--- config.mk ---
export PLATFORM = sky130hd
export DESIGN_NAME = instr_fetch_unit
export DESIGN_NICKNAME = d
export VERILOG_FILES = /design/src/rtl/cpu_isa_pkg.sv /design/src/rtl/instr_fetch_unit.sv
export SDC_FILE = /design/constraint.sdc
export NUM_CORES = 1
export LEC_CHECK = 0
export ABC_CLOCK_PERIOD_IN_PS = 2350
export CORE_MARGIN = 2
export CORE_UTILIZATION = 45
export CTS_BUF_LIST = sky130_fd_sc_hd__clkbuf_2 sky130_fd_sc_hd__clkbuf_4 sky130_fd_sc_hd__clkbuf_8
export DETAILED_ROUTE_END_ITERATION = 16
export PLACE_DENSITY = 0.68
export RECOVER_POWER = 100
export SYNTH_ARGS = -nofsm -noshare
export SYNTH_HDL_FRONTEND = slang
export SYNTH_SLANG_ARGS = --single-unit
export TNS_END_PERCENT = 30
--- constraint.sdc ---
create_clock -name clk -period 2.35 [get_ports clk]
set_clock_uncertainty 0.1 [all_clocks]
set_input_delay 0.705 -clock clk [delete_from_list [all_inputs] [get_ports clk]]
set_output_delay 0.705 -clock clk [all_outputs]
set_load 0.005 [all_outputs]
--- src/rtl/cpu_isa_pkg.sv ---
// cpu_isa_pkg
// Shared ISA definitions for the fetch unit and the instruction register:
// opcode encodings, fetch FSM states and the per-opcode busy-cycle table.
// Both ends of the instruction byte bus take their timing from
// op_busy_cycles(), so the issue spacing and the register's idle window
// always agree.
package cpu_isa_pkg;

  localparam int OPCODE_W = 3;
  localparam int BUSY_W   = 3;

  typedef enum logic [OPCODE_W-1:0] {
    OP_HLT = 3'b000,
    OP_SKZ = 3'b001,
    OP_ADD = 3'b010,
    OP_AND = 3'b011,
    OP_XOR = 3'b100,
    OP_LDA = 3'b101,
    OP_STO = 3'b110,
    OP_JMP = 3'b111
  } opcode_t;

  typedef enum logic [2:0] {
    FETCH,
    WAIT,
    ISSUE,
    EXEC,
    HALTED
  } fetch_state_t;

  // Number of cycles the instruction register stays busy after an issue.
  function automatic logic [BUSY_W-1:0] op_busy_cycles(input opcode_t op);
    case (op)
      OP_HLT:  return 3'd0;
      OP_SKZ:  return 3'd2;
      OP_JMP:  return 3'd3;
      OP_STO:  return 3'd4;
      default: return 3'd5;
    endcase
  endfunction

endpackage

--- src/rtl/instr_fetch_unit.sv ---
// instr_fetch_unit
// Fetches one instruction byte per instruction from program memory over a
// req/valid handshake, presents it on ir_data for one cycle, then holds the
// bus at zero for the opcode's busy window. Owns the program counter and
// resolves HLT, SKZ and JMP.
//
// Ports:
//   clk, rst_n          clock (rising edge), asynchronous active-low reset
//   mem_req, mem_addr   read request and address to program memory
//   mem_valid, mem_rdata read response; only accepted while mem_req=1
//   ir_data, ir_issue   instruction byte and its one-cycle issue strobe
//   zero                accumulator-zero flag used by SKZ
//   go                  resume pulse, honoured only while halted
//   halted              high while stopped on HLT
//   pc                  current program counter
module instr_fetch_unit
  import cpu_isa_pkg::*;
#(
  parameter int ADDR_W = 5,
  parameter int DATA_W = 8
) (
  input  logic              clk,
  input  logic              rst_n,
  output logic              mem_req,
  output logic [ADDR_W-1:0] mem_addr,
  input  logic              mem_valid,
  input  logic [DATA_W-1:0] mem_rdata,
  output logic [DATA_W-1:0] ir_data,
  output logic              ir_issue,
  input  logic              zero,
  input  logic              go,
  output logic              halted,
  output logic [ADDR_W-1:0] pc
);

  fetch_state_t      state;
  logic [BUSY_W-1:0] busy_cnt;
  logic [DATA_W-1:0] instr;
  opcode_t           opcode;
  logic [ADDR_W-1:0] operand;

  assign opcode  = opcode_t'(instr[DATA_W-1 -: OPCODE_W]);
  assign operand = instr[ADDR_W-1:0];

  // Program counter update; additions wrap naturally at ADDR_W bits.
  function automatic logic [ADDR_W-1:0] next_pc(input opcode_t           op,
                                                input logic [ADDR_W-1:0] cur,
                                                input logic [ADDR_W-1:0] target,
                                                input logic              z);
    case (op)
      OP_JMP:  return target;
      OP_SKZ:  return z ? cur + ADDR_W'(2) : cur + ADDR_W'(1);
      default: return cur + ADDR_W'(1);
    endcase
  endfunction

  always_ff @(posedge clk or negedge rst_n) begin
    if (!rst_n) begin
      state    <= FETCH;
      pc       <= '0;
      mem_req  <= 1'b0;
      mem_addr <= '0;
      ir_data  <= '0;
      ir_issue <= 1'b0;
      halted   <= 1'b0;
      busy_cnt <= '0;
      instr    <= '0;
    end else begin
      case (state)
        FETCH: begin
          mem_req  <= 1'b1;
          mem_addr <= pc;
          state    <= WAIT;
        end
        WAIT: begin
          // Byte goes straight to ir_data so it is on the bus during ISSUE.
          if (mem_valid) begin
            instr    <= mem_rdata;
            ir_data  <= mem_rdata;
            ir_issue <= 1'b1;
            mem_req  <= 1'b0;
            state    <= ISSUE;
          end
        end
        ISSUE: begin
          ir_data  <= '0;
          ir_issue <= 1'b0;
          busy_cnt <= op_busy_cycles(opcode);
          if (op_busy_cycles(opcode) != '0) begin
            state <= EXEC;
          end else begin
            // Only HLT has an empty busy window.
            pc     <= next_pc(opcode, pc, operand, zero);
            halted <= 1'b1;
            state  <= HALTED;
          end
        end
        EXEC: begin
          // zero is sampled in the final busy cycle, after the register
          // has had the whole window to settle the accumulator.
          busy_cnt <= busy_cnt - BUSY_W'(1);
          if (busy_cnt == BUSY_W'(1)) begin
            pc    <= next_pc(opcode, pc, operand, zero);
            state <= FETCH;
          end
        end
        HALTED: begin
          if (go) begin
            halted <= 1'b0;
            state  <= FETCH;
          end
        end
        default: state <= FETCH;
      endcase
    end
  end

endmodule

== Yosys cells after proc, flatten, opt, wreduce, memory -nomap -nowiden ==
Cells that the tools add are included.

* Register bits after elaboration: 35
* Bits of input ports: 13

* Add/subtract/negate cells: 3
* Equality and inequality tests: 12
* Multiplexer cells: 22
* Reductions and logical operators: 13

{| class="wikitable"
|+ Operators with widths
! operator !! number
|-
| 5-bit one-hot mux with 2 select lines || 2
|-
| 8-bit one-hot mux with 2 select lines || 1
|-
| 3-bit two-way mux || 5
|-
| 5-bit two-way mux || 3
|-
| 3-bit one-hot mux with 5 select lines || 1
|-
| 3-bit one-hot mux with 4 select lines || 1
|-
| 3-bit by 1-bit equality test with 1-bit output, second input constant || 3
|-
| 3-bit equality test, second input constant || 3
|-
| 3-bit AND reduction || 3
|-
| 8-bit two-way mux || 1
|-
| 2-bit inequality test, second input constant || 4
|-
| 2-bit nonzero test || 4
|-
| 3-bit by 2-bit equality test with 1-bit output, second input constant || 2
|-
| 3-bit logical NOT || 2
|-
| 1-bit one-hot mux with 2 select lines || 3
|-
| 3-bit one-hot mux with 2 select lines || 1
|-
| 2-bit AND reduction || 3
|-
| 5-bit by 1-bit adder with 5-bit output, second input constant || 1
|-
| 5-bit by 2-bit adder with 5-bit output, second input constant || 1
|-
| 1-bit two-way mux || 4
|-
| 3-bit nonzero test || 1
|-
| 3-bit by 1-bit subtractor with 3-bit output, second input constant || 1
|}

== Logic depth before layout (Yosys ltp) ==
* Depth after elaboration: 6
* Gate-level depth with buffers: 7

== Worst setup path before layout ==
OpenSTA, ideal clock, no wires.

* Path type: input to register
* Start: in mem_valid
* End: reg mem_req
* Arrival: 1.551 ns
* Path slack: 0.581 ns
* Stages: 5
* Cell sequence: nand2_1 > or3_1 > buf_2 > buf_2 > a21o_1

* Longest elaborated chain between the ends: 2

{| class="wikitable"
|+ RTL lines
! what !! RTL line !! RTL
|-
| start, declared || instr_fetch_unit.sv:26 || <nowiki>input logic mem_valid,</nowiki>
|-
| 2-bit inequality test (no line) || -- ||
|-
| 2-bit AND reduction (no line) || -- ||
|-
| end signal, assigned || instr_fetch_unit.sv:61 || <nowiki>mem_req <= 1'b0;</nowiki>
|-
| end signal, assigned || instr_fetch_unit.sv:71 || <nowiki>mem_req <= 1'b1;</nowiki>
|-
| end signal, assigned || instr_fetch_unit.sv:81 || <nowiki>mem_req <= 1'b0;</nowiki>
|-
| end, declared || instr_fetch_unit.sv:24 || <nowiki>output logic mem_req,</nowiki>
|}

No other way between the ends.
A chain may end at the register's enable or synchronous reset.

== Worst setup path after layout ==
* Start: reg pc[0]
* End: out pc[0]

{| class="wikitable"
|+ RTL lines
! what !! RTL line !! RTL
|-
| start, declared || instr_fetch_unit.sv:33 || <nowiki>output logic [ADDR_W-1:0] pc</nowiki>
|-
| start signal, assigned || instr_fetch_unit.sv:93 || <nowiki>pc <= next_pc(opcode, pc, operand, zero);</nowiki>
|-
| start signal, assigned || instr_fetch_unit.sv:103 || <nowiki>pc <= next_pc(opcode, pc, operand, zero);</nowiki>
|}

No word-level cell between the ends.

==> qor.txt <==
FF-to-FF path depth -> 5
Total GRT Usage -> 19.4%
Adder-cell area share of the yosys netlist -> 2.97%
Share of the synthesized area in the top cell type -> 52.0%
Fin crit share -> 94.2%
Starting density of the core -> 46.4%
Layout cell share with drive strength beyond 1 -> 9.00%
Worst hold path class -> flip-flop to flip-flop
DRT Wirelength -> 3.53 mm
Post-route ant nets -> 0
Biggest area consumer among synthesized cells -> dfrtp_1
Power Density -> 1320 nW/um^2
Hold Path Cell Cnt -> 1
Synth Area per Inst -> 9.69 sq um
Fin util -> 59.7%
Number of max-slew violations in the final report -> 0
Combinational family with the most area after synthesis -> simple AND/OR/NAND/NOR gates
Largest net degree at the start of global routing -> 36
Synth Area in XOR/XNOR -> 1.56%
Port Buffers -> 33
Max Freq -> 0.452 GHz
Design Area, Final -> 2170 sq um
Slack of the critical path -> 0.135 ns
Multiplexer share of the synthesized area -> 4.60%
Post-Synthesis Net Count -> 191
GR Overflow Total -> 0
Crit. End Element -> primary output
Hold slack -> 0.373 ns
Synth async-reset ratio -> 100%
Static leakage -> 0.982 nW
Cts hold-fix bufs -> 0
Sequential area share after synthesis -> 52.0%
Post-Route Setup TNS -> 0 ns
FF-to-FF Start -> busy_cnt[0]$_DFFE_PN0P_
Pre-CTS WS -> 0.157 ns
1st-iter DRT viols -> 47
WL/cell -> 13.6 microns
Final instance count without filler cells -> 259
Post-synthesis simple-gate area fraction -> 20.2%
Post-CTS setup buffer count -> 0
Routability congestion estimate -> 0.807
Die area -> 4250 sq um
Final hold vios -> 0
Final nets -> 227
Yosys cell types -> 42
Via-to-Cell Ratio -> 5.28
Site Rows -> 22
CP max stage cell -> dlygate4sd3_1
Register area -> 876 sq um
Area contributors post-synth -> dfrtp_1, nand2_1, a21oi_1
Root buffer cell -> clkbuf_8
HPWL after DPL -> 2.54 mm
CTS buffer count -> 5
CTS max path bufs -> 2
Seq cells post-synth -> 35
Rel. slew slack -> 43.3%
Status -> finished clean
Synthesized cell area -> 1690 sq um
Top cell family by delay on the critical path -> buffers and inverters
I/O pins -> 34
Synth warn -> 0
R2R Path End -> pc[0]$_DFFE_PN0P_
Core area -> 3630 sq um
Number of H-tree levels -> 2
Vias -> 1368
CTS-repair resized insts -> 0
Clock sinks -> 35
RSZ-0062 raised after global routing -> no
Post-Syn Instances -> 174
Max-cap check violation count -> 0
Setup Viol. Count Final -> 0
DRT Pass-1 Iters -> 4
Vias in the first global route -> 1371
Inst Count DP -> 251
Multi-input logic area -> 747 sq um
Fillers -> 342
Most frequent cell after synthesis -> nand2_1
Global-route wire length before repair -> 6.21 mm
Post-layout min period -> 2.21 ns
Die Ht -> 65.2 microns
Initial antenna violation count -> 0
Placed Area -> 2070 sq um
Endpoint, Worst Hold -> mem_req$_DFFE_PN0P_
Number of synthesized flops with an enable pin -> 0
CP Launch Type -> flip-flop
R2r setup slk -> 0.47 ns
Crit Path Category -> flip-flop to primary output
Worst vdd ir -> 626 uV
Pwr Total -> 2.88 mW
Diodes inserted -> 0
Die span in x -> 65.2 microns
Worst Tran Pin Value -> 0.850 ns
HP Start -> mem_req$_DFFE_PN0P_
DRC violations left -> 0
Worst path cell trace -> dlygate4sd3_1
Commonest cells post-synth -> nand2_1, dfrtp_1, a21oi_1
Worst stage delay on the critical path -> 0.62 ns
WP buf/inv -> 1
CP Data Required Time -> 1.54 ns
Post-synth top flop -> dfrtp_1
CTS tree -> done
CP Max Fanout -> 9
Critical path arrival -> 1.41 ns
Worst skew pair latency -> 0.28 ns
Clock transition at path regs -> 0.07 ns
Synth Area in Compound Gates -> 15.0%
Area Overhead vs Synth -> 28.8%
Critical path depth -> 1
## worst max-delay path by stage
| stage | start | end | slack, ns |
|---|---|---|---|
| after floorplan | mem_valid | mem_req$_DFFE_PN0P_ | 0.58 |
| after global placement | mem_valid | mem_req$_DFFE_PN0P_ | 0.17 |
| after detailed placement | mem_valid | mem_req$_DFFE_PN0P_ | 0.16 |
| after CTS | pc[0]$_DFFE_PN0P_ | pc[0] | 0.19 |
| after global routing | pc[0]$_DFFE_PN0P_ | pc[0] | 0.07 |
| final | pc[0]$_DFFE_PN0P_ | pc[0] | 0.14 |
## logic make-up after synthesis
logic type,after synthesis
DFF,35
AOI/OAI and AO/OA,41
adders and majority gates,4
and+or+nand+nor,72
buffers and inverters,12
muxes,7
xor gates and xnor gates,3
## cells in the final DEF (no fill, tap or decap), types with 4 or more instances in the layout
cell type,synthesis,routed
dlygate4sd3_1,0,24
o21ai_0,12,12
mux2_2,6,6
nor2_1,11,11
clkbuf_8,0,6
nand2_1,39,39
a21oi_1,14,14
clkdlybuf4s50_1,0,9
nor3_1,4,4
inv_1,4,4
ha_1,4,4
dfrtp_1,35,35
## cell type report
class	instances	area share [%]
Inverter	4	0.692
Multi-Input combinational cell	127	34.4
Sequential cell	35	40.3
Tap cell	48	2.77
Clock inverter	2	1.61
Clock buffer	6	3.80
Timing Repair Buffer	37	16.4
## registers in the layout (all words and copies together), names as in the netlist
signal,count
instr,8
mem_addr,5
ir_issue,1
ir_data,8
state,3
halted,1
busy_cnt,3
pc,5
mem_req,1
## report_power, final
part	switching (mW)	internal (mW)	total, mW	leakage [nW]
combinational	0.556	0.628	1.18	0.489
sequential	0.270	0.867	1.14	0.432
clock	0.211	0.343	0.554	0.0612
total	1.04	1.84	2.88	0.982
## layer usage
metal	vias to the layer above	global-route usage, %	share of wire, %
li1	678	-	-
met1	636	23.9	44
met2	46	30.6	47
met3	8	6.85	6.2
met4	0	8.85	2.0
met5	-	0	0
No activity file was read; power rests on OpenSTA's default activity.
==> RTL change 1 (same settings) <==
`DATA_W`: 8 -> 12.
--- a/src/rtl/instr_fetch_unit.sv
+++ b/src/rtl/instr_fetch_unit.sv
@@ -17,7 +17,7 @@
   import cpu_isa_pkg::*;
 #(
   parameter int ADDR_W = 5,
-  parameter int DATA_W = 8
+  parameter int DATA_W = 12
 ) (
   input  logic              clk,
   input  logic              rst_n,
Ports: changed (resized ir_data and mem_rdata); port bits go from 34 to 42. No check against the original RTL was run, so the function may have changed too.
==> RTL change 1 against the unedited design <==
Utilization up 1.0 points; die area up 14%; cell area up 14%; sequential cell count up 4; total power up 8.6%; combinational power up 19%; routed wire length up 14%; critical path depth unchanged; synthesized area up 15%; setup slack better by 0.016 ns; highest routed layer unchanged.
==> RTL change 1: results (changes against the unedited design) <==
Layout
  • Layout cells sized above 1: 14.2% (was 9.00%)
  • Top flop regs: ir_data (12), instr (8) (was instr (8), ir_data (8))
  • Nets: 239 (was 227)

Power and ir drop
  • Leakage: 1.08 nW (was 0.982 nW)
  • Peak VDD IR: 0.619 mV (was 0.626 mV)

Routing
  • WL met3: 187 µm (was 220 µm)
  • Iter 0 DRT Violations: 113 (was 47)
  • Post-Route WL: 4020 µm (was 3530 µm)
  • DR WL met2: 1820 µm (was 1670 µm)
  • M1 WL: 1960 µm (was 1570 µm)
  • Via/cell ratio: 5.58 (was 5.28)

Clock network
  • CTS root buf: clkbuf_8 (unchanged)
  • H-tree depth: 2 (unchanged)
  • Latest clock arrival within the worst-skew pair: 0.30 ns (was 0.28 ns)

Worst setup path
  • Crit path max fanout: 7 (was 9)
  • FF-to-FF path depth: 3 (was 5)
  • RR Endpoint: mem_addr[4]$_DFFE_PN0P_ (was pc[0]$_DFFE_PN0P_)
  • Worst EP arrival: 1.39 ns (was 1.41 ns)
  • FF-to-FF Start: state[0]$_DFFE_PN0P_ (was busy_cnt[0]$_DFFE_PN0P_)

Logic synthesis
  • Syn nets: 196 (was 191)
  • Synthesized-area fraction occupied by adder cells: 2.58% (was 2.97%)
  • Synth area leaders: dfrtp_1 (50%), mux2_2 (8.1%), a22o_1 (4.5%) (was dfrtp_1 (52%), nand2_1 (8.7%), a21oi_1 (4.2%))
  • Most frequent cells after synthesis: dfrtp_1 (39), mux2_2 (14), nor2_1 (12), nand2_1 (11), o21ai_0 (11) (was nand2_1 (39), dfrtp_1 (35), a21oi_1 (14), o21ai_0 (12), nor2_1 (11))
  • Synth cell types: 45 (was 42)
  • Post-synthesis mux area share: 9.17% (was 4.60%)
  • Post-Synth XOR/XNOR Area: 1.81% (was 1.56%)
  • Mapped Cells: 175 (was 174)
  • Compound-Gate Fraction of Synth Area: 17.6% (was 15.0%)

GRT
  • Grt met1 use: 24.6% (was 23.9%)
  • GR Layer Usage met3: 5.23% (was 6.85%)
  • First-pass GRT wire length: 7210 µm (was 6210 µm)

Flow run
  • Max-cap violations: 0 (unchanged)

Placement
  • Post-Place Setup Slack: 0.0416 ns (was 0.157 ns)
  • Gp weighted congestion: 0.838 (was 0.807)
  • Inst Count DP: 261 (was 251)
  • Port Buffer Count: 41 (was 33)
  • Post-DP Area: 0.00240 mm² (was 0.00207 mm²)
  • HPWL Detailed: 2900 µm (was 2540 µm)

STA
  • Hold slack final: 0.385 ns (was 0.373 ns)
  • Slew @ Worst Pin: 0.958 ns (was 0.850 ns)

Worst hold path
  • Hold wc startpoint: busy_cnt[1]$_DFFE_PN0P_ (was mem_req$_DFFE_PN0P_)
  • Hold Path Cell Cnt: 2 (was 1)

Run status
  • Outcome: completed (unchanged)
-- RTL change 1: worst max-delay path by stage --
stage	endpoint	slack, ns	cells after the start
finish	pc[3]	0.15	1
global route	mem_addr[0]$_DFFE_PN0P_	0.08	3
CTS	pc[3]	0.20	1
detailed placement	pc[2]$_DFFE_PN0P_	0.04	5
global placement	pc[2]$_DFFE_PN0P_	0.1	5
floorplan	pc[2]$_DFFE_PN0P_	0.65	4
-- RTL change 1: power by group --
group	switching [W]	total [W]	leakage (nW)	internal (W)
logic	0.000619	0.00141	0.568	0.000795
registers	0.000301	0.00126	0.475	0.000959
clock network	0.000244	0.000451	0.0402	0.000206
total	0.00116	0.00312	1.08	0.00196
-- RTL change 1: layout make-up --
type | count | area, µm²
Timing Repair Buffer | 45 | 442
Clock inverter | 3 | 20.0
Multi-Input combinational cell | 119 | 866
Inverter | 8 | 30.0
Fill cell | 314 | 1590
Tap cell | 50 | 62.6
Clock buffer | 5 | 68.8
Sequential cell | 39 | 976
==> RTL change 2 (config.mk and constraints unchanged) <==
Without the edit above. Make the reset (`rst_n`) synchronous in one clocked block. Comments in the files are not updated.
--- a/src/rtl/instr_fetch_unit.sv
+++ b/src/rtl/instr_fetch_unit.sv
@@ -54,7 +54,7 @@
     endcase
   endfunction
 
-  always_ff @(posedge clk or negedge rst_n) begin
+  always_ff @(posedge clk) begin
     if (!rst_n) begin
       state    <= FETCH;
       pc       <= '0;
Check against the original RTL: differs if rst_n is asserted again (counterexample within 4 cycles, from zero or initial values and one cycle with rst_n low); with rst_n held inactive, the same outputs for 10 cycles.
==> RTL change 2 against the unedited design <==
Fmax up 0.26%; critical path depth up 4; synthesized area up 0.30%; highest routed layer unchanged; largest cell class is now multi-input combinational cells; critical path type is now input pin to flip-flop; routed wire length up 3.4%; setup slack better by 0.0058 ns; cell area down 1.3%; first-iteration DRC count up 26%; sequential cell count unchanged.
Power is not compared: it rests on default switching activity, and its combinational part moved more than twofold at a synthesized area within 25%.
==> RTL change 2: results (changes against the unedited design) <==
Run status
  • Outcome: completed (unchanged)

GRT
  • First-pass GRT wire length: 6180 µm (was 6210 µm)
  • Overall routing resource usage: 18.6% (was 19.4%)
  • Vias in the first global route: 1,403 (was 1,371)
  • Largest net degree at the start of global routing: 24 (was 36)

Logic synthesis
  • Most frequent cells after synthesis: dfxtp_1 (35), nand2_1 (33), a21oi_1 (17), a21boi_0 (11), nor2b_1 (10) (was nand2_1 (39), dfrtp_1 (35), a21oi_1 (14), o21ai_0 (12), nor2_1 (11))
  • Syn nets: 216 (was 191)
  • Post-synthesis mux area share: 4.15% (was 4.60%)
  • Compound-Gate Fraction of Synth Area: 21.2% (was 15.0%)
  • Post-synth EDFFs: 0 (unchanged)
  • Most used DFF post-synth: dfxtp_1 (was dfrtp_1)
  • Synth area leaders: dfxtp_1 (41%), nand2_1 (7.3%), a21oi_1 (5.0%) (was dfrtp_1 (52%), nand2_1 (8.7%), a21oi_1 (4.2%))
  • Register area share after synthesis: 41.5% (was 52.0%)
  • Asr flop ratio synth: 0% (was 100%)
  • Avg Cell Area, Syn: 8.49 µm² (was 9.69 µm²)
  • Synthesized-area fraction occupied by adder cells: 2.96% (was 2.97%)
  • Post-Synth XOR/XNOR Area: 1.04% (was 1.56%)

STA
  • Setup ws final: 0.141 ns (was 0.135 ns)
  • Slew @ Worst Pin: 0.682 ns (was 0.850 ns)

Worst setup path
  • R2R Setup Slk: 0.44 ns (was 0.47 ns)
  • Setup crit start: zero (was pc[0]$_DFFE_PN0P_)
  • Worst EP arrival: 2.32 ns (was 1.41 ns)
  • Critical path capture point: pc[2]$_SDFFE_PN0P_ (was pc[0])
  • FF-to-FF path depth: 4 (was 5)

Placement
  • HPWL Detailed: 2630 µm (was 2540 µm)
  • Inst Count DP: 270 (was 251)
  • Post-Place Setup Slack: -0.0101 ns (was 0.157 ns)
  • Gp weighted congestion: 0.858 (was 0.807)

Routing
  • WL per Instance: 13.1 µm (was 13.6 µm)
  • Via Count: 1,489 (was 1,368)
  • Post-Route WL: 3650 µm (was 3530 µm)
  • Remaining routing DRC violations: 0 (unchanged)

Power and ir drop
  • Peak VDD IR: 0.462 mV

Worst hold path
  • Hold wc startpoint: ir_data[4]$_SDFFE_PN0P_ (was mem_req$_DFFE_PN0P_)
  • Hold Path Cell Cnt: 2 (was 1)

Layout
  • Nets: 246 (was 227)
  • Filler cells: 337 (was 342)
## RTL change 2: cell count changes in the layout (fill, tap and decap cells not counted), sizes merged, moves of 6 or more
cell    before  now
dfrtp       35    0
dfxtp        0   35
a21boi       0   12
nor2b        1   10
mux2         6    0
mux2i        1    7
nand2       39   33
## RTL change 2: area by class of cell
type	instances	area share [%]
multi-input combinational	146	42.3
sequential	35	32.7
timing repair buffer	36	16.5
clock buffer	8	4.85
tap	48	2.80
inverter	5	0.876
## RTL change 2: critical path, cell delays in order
cell and delay, ns:
dlygate4sd3_1 0.60, nor3b_1 0.16, o21ai_0 0.45, a32oi_1 0.19
o22ai_1 0.20
## RTL change 2: per-layer routing
metal	vias to the layer above	GRT usage [%]	part of all wire (%)
met4	0	6.25	1.5
met1	684	21.9	47
met5	-	0	0
met2	43	32.0	46
met3	6	5.99	5.6
li1	756	-	-
## RTL change 2: power by group
part	switching [W]	internal, W	total, W	leakage, nW
clock	0.000214	0.000279	0.000492	0.0549
combinational	0.000112	0.000109	0.000222	0.518
sequential	0.0000357	0.000629	0.000665	0.285
## RTL change 2: per-stage QoR
stage | hold WS, ns | cell area (µm²) | setup TNS [ns] | power [W]
finish | 0.356 | 2140 | 0 | 0.00138
global route | 0.390 | 2140 | 0 | 0.00145
CTS | 0.362 | 2150 | 0 | 0.00140
detailed placement | 0.349 | 2040 | -0.0101 | 0.000913
global placement | 0.344 | 2040 | 0 | 0.000906
floorplan | 0.339 | 1690 | 0 | 0.000823
## RTL change 2: cell families after synthesis
group                    Yosys count
adder cells (fa/ha/maj)            4
XOR/XNOR                           2
AO/OA/AOI/OAI                     54
multiplexers                       7
flip-flops                        35
AND/OR/NAND/NOR                   79
buffers and inverters             18
